File: src/rtl/mips_pkg.sv
// Shared MIPS pipeline constants and the IF/ID payload type.
package mips_pkg;

  localparam int unsigned WORD_W       = 32;
  localparam logic [31:0] PC_STEP      = 32'd4;
  localparam logic [31:0] NOP_WORD     = 32'h0000_0000;
  localparam logic [31:0] ILLEGAL_WORD = 32'hFFFF_FFFF;
  localparam logic [31:0] RESET_PC     = 32'h0000_0000;

  typedef struct packed {
    logic [31:0] instr;
    logic [31:0] pc_plus4;
    logic        valid;
  } if_id_t;

  typedef enum logic {
    FETCH = 1'b0,
    HALT  = 1'b1
  } fetch_state_t;

endpackage

File: src/rtl/if_id_reg.sv
// IF/ID pipeline register: load a new payload, flush to a bubble, or hold.
module if_id_reg
  import mips_pkg::*;
#(
  parameter logic [31:0] NOP_WORD = mips_pkg::NOP_WORD
) (
  input  logic   clk,
  input  logic   reset,
  input  logic   load,
  input  logic   flush,
  input  if_id_t d,
  output if_id_t q
);

  // A flush keeps pc_plus4 so the last real PC+4 stays visible downstream.
  always_ff @(posedge clk) begin
    if (reset) begin
      q.instr    <= NOP_WORD;
      q.pc_plus4 <= '0;
      q.valid    <= 1'b0;
    end else if (flush) begin
      q.instr <= NOP_WORD;
      q.valid <= 1'b0;
    end else if (load) begin
      q <= d;
    end
  end

endmodule

File: src/rtl/instruction_fetch_stage.sv
// MIPS IF stage: owns the PC, samples the memory word into IF/ID, and handles
// stalls, redirects with flush, and sticky fetch faults.
module instruction_fetch_stage
  import mips_pkg::*;
#(
  parameter logic [31:0] RESET_PC     = mips_pkg::RESET_PC,
  parameter logic [31:0] NOP_WORD     = mips_pkg::NOP_WORD,
  parameter logic [31:0] ILLEGAL_WORD = mips_pkg::ILLEGAL_WORD
) (
  input  logic              clk,
  input  logic              reset,
  input  logic              Stall,
  input  logic              Redirect,
  input  logic [WORD_W-1:0] RedirectTarget,
  output logic [WORD_W-1:0] Address,
  input  logic [WORD_W-1:0] Word,
  output logic [WORD_W-1:0] IfIdInstr,
  output logic [WORD_W-1:0] IfIdPcPlus4,
  output logic              IfIdValid,
  output logic              Halted
);

  logic [WORD_W-1:0] pc, pc_next, pc_plus4;
  fetch_state_t      state, state_next;
  logic              load, flush;
  if_id_t            if_id_d, if_id_q;

  assign pc_plus4 = pc + PC_STEP;

  always_comb begin
    pc_next    = pc;
    state_next = state;
    load       = 1'b0;
    flush      = 1'b0;
    if (state == HALT) begin
      flush = 1'b1;
    end else if (Redirect) begin
      // Wrong-path Word is never inspected on a redirect, only the target alignment.
      flush = 1'b1;
      if (RedirectTarget[1:0] != 2'b00) state_next = HALT;
      else                              pc_next    = RedirectTarget;
    end else if (Stall) begin
      pc_next = pc;
    end else if (Word == ILLEGAL_WORD) begin
      flush      = 1'b1;
      state_next = HALT;
    end else begin
      load    = 1'b1;
      pc_next = pc_plus4;
    end
  end

  always_ff @(posedge clk) begin
    if (reset) begin
      pc    <= RESET_PC;
      state <= FETCH;
    end else begin
      pc    <= pc_next;
      state <= state_next;
    end
  end

  assign if_id_d = '{instr: Word, pc_plus4: pc_plus4, valid: 1'b1};

  if_id_reg #(
    .NOP_WORD(NOP_WORD)
  ) u_if_id (
    .clk  (clk),
    .reset(reset),
    .load (load),
    .flush(flush),
    .d    (if_id_d),
    .q    (if_id_q)
  );

  assign Address     = pc;
  assign Halted      = (state == HALT);
  assign IfIdInstr   = if_id_q.instr;
  assign IfIdPcPlus4 = if_id_q.pc_plus4;
  assign IfIdValid   = if_id_q.valid;

endmodule
File: config.mk
export PLATFORM = sky130hd
export DESIGN_NAME = instruction_fetch_stage
export DESIGN_NICKNAME = d
export VERILOG_FILES = /design/src/rtl/mips_pkg.sv /design/src/rtl/if_id_reg.sv /design/src/rtl/instruction_fetch_stage.sv
export SDC_FILE = /design/constraint.sdc
export NUM_CORES = 1
export LEC_CHECK = 0
export BUFFER_PORTS_ARGS = -buffer_cell sky130_fd_sc_hd__buf_2
export CAP_MARGIN = 20
export CORE_MARGIN = 8
export CORE_UTILIZATION = 34
export CTS_CLUSTER_DIAMETER = 80
export DETAILED_ROUTE_END_ITERATION = 10
export PLACE_DENSITY = 0.67
export SYNTH_ARGS = -nofsm -noshare
export SYNTH_HDL_FRONTEND = slang
export SYNTH_HIERARCHICAL = 1
export SYNTH_SLANG_ARGS = --single-unit
File: constraint.sdc
create_clock -name clk -period 5.77 [get_ports clk]
set_clock_uncertainty 0.2 [all_clocks]
set_input_delay 0.8655 -clock clk [delete_from_list [all_inputs] [get_ports clk]]
set_output_delay 0.8655 -clock clk [all_outputs]
set_load 0.01 [all_outputs]
Word-level counts from Yosys, hierarchy flattened
Index checks and enable logic that the tools add are counted.
- flip-flop bits (word level): 98
- input port bits: 68
- logic and storage cells: 31
- add/subtract/negate cells: 1
- equal/unequal tests: 4
- muxes and demuxes: 15
- bitwise logic cells: 2
- reduce and logical (&&, ||, !) cells: 4
- operators with widths (kind ; number):
    $mux 32 ; 4
    $add 32x3->32 const B ; 1
    $eq 32x32->1 const B ; 1
    $mux 1 ; 11
    $ne 2x2->1 const B ; 2
    $reduce_and 4->1 ; 1
    $ne 2x1->1 const B ; 1
    $not 1->1 ; 2
    $reduce_and 2->1 ; 1
    $reduce_bool 2->1 ; 1
    $reduce_or 2->1 ; 1

Depth between registers and ports, before layout
- depth in word-level cells: 7
- gate-level depth with buffers: 9
- depth with buffers taken out: 7

By module
Netlist, hierarchy kept.
- by module, submodules not included (module ; instances ; cells each ; area each (sq um) ; sequential area each (sq um)):
    if_id_reg ; 1 ; 253 ; 2683.8 ; 1301.2
    instruction_fetch_stage ; 1 ; 315 ; 2292.2 ; 660.6

Worst setup path before layout
No wires, ideal clock.
- kind: input-to-reg
- from: input Word[10]
- to: register pc[16], in the netlist Address[16]
- setup time: 70 ps
- data arrival time: 2331 ps
- data required time: 5500 ps
- setup slack: 3169 ps
- cell stages on the path: 8
- buffers on the path: 2
- cell sequence: nand4_1 nor4_1 a2111oi_2 or2_1 clkbuf_1 buf_2 o211ai_1 a21oi_1
- longest elaborated chain between the ends: 3
- RTL lines (item ; line ; text):
    start: declaration ; instruction_fetch_stage.sv:16 ; input logic [WORD_W-1:0] Word,
    $eq 32x32->1 ; instruction_fetch_stage.sv:44 ; end else if (Word == ILLEGAL_WORD) begin
    $ne 2x2->1 (no line) ; n/a ;
    $reduce_and 4->1 (no line) ; n/a ;
    end signal: assignment ; instruction_fetch_stage.sv:58 ; pc <= pc_next;
    end: declaration ; instruction_fetch_stage.sv:23 ; logic [WORD_W-1:0] pc, pc_next, pc_plus4;
Every way passes these cells.
A chain may end at the register's enable or synchronous reset.

Worst setup path in the final report
- from: input Word[10]
- to: register pc[2], in the netlist Address[2]
The elaborated chain is that of the path after synthesis.

==> qor.csv <==
stage,metric,value,unit
outcome,outcome,"finished, final reports clean",
grt,grt_pass1_vias,4440,
synth,synthesis.nets,637,
synth,synth-seq-area-share,0.394,
worst_setup_path,path_class,input pin to flop,
synth,syn_area_per_cell,8.76,um^2
worst_setup_path,crit_path_start_kind,input pin,
synth,synth_seq_cells,98,
clock_network,cts_tree,done,
die,initial_utilization,0.345,
detailed_routing,antenna_left,0,
clock_network,clk_latency,0.35,ns
die,die_w,137,um
grt,overflow,0,
worst_setup_path,worstPathRequired,5.83,ns
placement,dp_slack,1.74,ns
hold_path,hold_class,flop to flop,
worst_setup_path,critical_path.cell_chain,buf_2 -> nand4_1 -> nor4_1 -> a2111oi_4 -> or2_1 -> buf_4 -> a21oi_1 -> a311oi_1,
synth,synthSimpleGateAreaFrac,0.292,
clock_network,post_cts_resized,0,
synth,yosysUniqueCellTypes,47,
die,ioPinCount,166,
timing,tns,0,ns
clock_network,cts-buffers-inserted,9,
detailed_routing,drc,0,
timing,tightestPinTransition,0.857,ns
timing,max_slew_margin,0.429,
synth,yosys.area.top_type_share,0.394,
layout,diodes,0,
die,die_h,137,um
synth,synth_top_cell_by_area,dfxtp_1,
pwr,ir_worst_vdd,151,uV
clock_network,clockRootBuffer,clkbuf_16,
worst_setup_path,max_stage_delay,0.83,ns
worst_setup_path,arrival,3.30,ns
detailed_routing,wl,15000,um
synth,ys_async_sr_fraction,0,
detailed_routing,routed_via_density,5.08,
placement,dp_hpwl,10500,um
grt,grt_pass1_wl,23200,um
synth,synthTopCellsByArea,"dfxtp_1, nand4bb_1, mux2i_1",
pwr,p_per_area,242,nW/um^2
die,die-area,18800,um^2
synth,synth_top_family_by_area,simple AND/OR/NAND/NOR gates,
timing,setup_viol,0,
timing,max_freq,308,MHz
clock_network,cts.hold.buffers_added,0,
worst_setup_path,crit_slowest_cell,a2111oi_4,
synth,yosys.area_share.adder,0.00251,
clock_network,htree_levels,3,
placement,portBuffers,165,
synth,synth_cells,568,
synth,yosys-top-cells-count,"dfxtp_1, nor2_1, nand2b_1",
timing,fin_ws,2.53,ns
synth,yosys_warnings,6,
grt,grt_max_degree,99,
worst_setup_path,critPathCaptureType,flop,
flow_run,drv_cap,0,
synth,synth-compound-area-share,0.127,
pwr,cellLeakagePower,2.53,nW
timing,slew_viol_final,0,
detailed_routing,firstDrtPassIters,4,
clock_network,cts_setup_buffers,0,
die,rows,44,
synth,synth_xor_area_frac,0.0493,
synth,synth_ff_type,dfxtp_1,
timing,finalCritPeriodShare,0.562,
grt,antenna_found_initial,1,
clock_network,clk_pin_slew,0.07,ns
worst_setup_path,cpLargestDelayFamily,compound AO/OA/AOI/OAI gates,
worst_setup_path,cp_max_fo,17,
timing,hold_viol_final,0,
synth,synth_edf_count,0,
clock_network,cts_buffer_depth,2,
detailed_routing,dr.first_iter.drc_count,342,
layout,fillCellCount,1473,
clock_network,cts_sinks,98,
synth,synthMuxAreaShare,0.0684,
worst_setup_path,critPathBufInv,2,
timing,rsz0062_at_grt,false,
layout,syn_to_final_growth,22.6,%
detailed_routing,wire_per_inst,16.8,um
detailed_routing,vias,4522,
layout,drive_gt1_frac,0.279,
timing,fin_crit,3.24,ns
synth,syn_area,4980,um^2
die,core,14400,um^2
placement,routabilityCongestion,0.762,
layout,final_nets,771,
synth,yosysMostFrequentCell,dfxtp_1,
grt,track_usage,0.154,
## worst register-to-register path: cells and delay by family, from the launching register on
family	cells	cell delay, ns
AOI/OAI and AO/OA	3	1.09
buffers and inverters	1	0.33
DFF	1	0.38
and+or+nand+nor	1	0.62
## cells in the final DEF (no fill, tap or decap), types with 3 or more instances in the layout
cell type / n
nor2_1: 56
nand2b_1: 50
xnor2_1: 14
nand3_1: 9
o21ai_1: 31
nand4bb_1: 32
inv_1: 5
buf_2: 165
xor2_1: 14
mux2i_1: 34
nand2_1: 46
inv_6: 5
clkbuf_16: 9
nor4_1: 6
buf_4: 7
o31ai_1: 4
o211ai_1: 16
a22o_1: 5
a21oi_1: 31
or2_1: 3
nor2b_1: 3
dfxtp_1: 98
and4_1: 5
o21ai_0: 14
nand4_1: 20
## metrics by stage
step           cells  hold WS (ns)  power, mW   util  area (um^2)
2_1_floorplan    568         0.271      0.844      -         4980
3_3_place_gp     874         0.251      0.905  0.401         5790
3_5_place_dp     874         0.254      0.906  0.401         5790
4_1_cts          890         0.266       1.50  0.421         6070
5_1_grt          891         0.281       1.54  0.423         6100
6_report         891         0.265       1.48  0.423         6100
## registers in the layout, summed over array words and instances, names as in the netlist
signal and cells:
Address 32, u_if_id/q 65, Halted 1
## report_power, final
part / internal, mW / switching (mW) / total [mW]
logic: 0.0791 / 0.0994 / 0.179
clock network: 0.300 / 0.286 / 0.586
registers: 0.692 / 0.0215 / 0.713
## cell families (layout without fill, tap and decap cells)
family,Yosys count,count (layout)
AO/OA/AOI/OAI,107,107
XOR/XNOR,28,28
adder cells (fa/ha/maj),1,1
buffers and inverters,55,194
flip-flops,98,98
multiplexers,34,34
other,1,1
AND/OR/NAND/NOR,244,244
## area by class of cell
class                           count  area, um^2  share of cell area
Sequential cell                    98        1960               0.322
Timing Repair Buffer              173         906               0.149
Multi-Input combinational cell    415        2700               0.443
Clock inverter                      7        56.3             0.00923
Clock buffer                        9         225              0.0369
Tap cell                          184         230              0.0378
Inverter                            5        18.8             0.00308
## worst paths after layout
kind                                    from           end  depth (start not counted)  slack [ns]
worst min register to register  u_if_id/q[5]  u_if_id/q[5]                          2        0.27
worst min-delay path            u_if_id/q[5]  u_if_id/q[5]                          2        0.27
worst max register to register        Halted    Address[2]                          5        3.06
worst max-delay path                Word[10]    Address[2]                          8        2.53
## layer usage
layer	track usage	wire [um]	up-vias
li1	-	-	2262
met1	0.196	6840	2106
met2	0.247	6740	141
met3	0.0474	1260	11
met4	0.0428	102	2
met5	0	13	-
(Power assumes the default switching activity.)
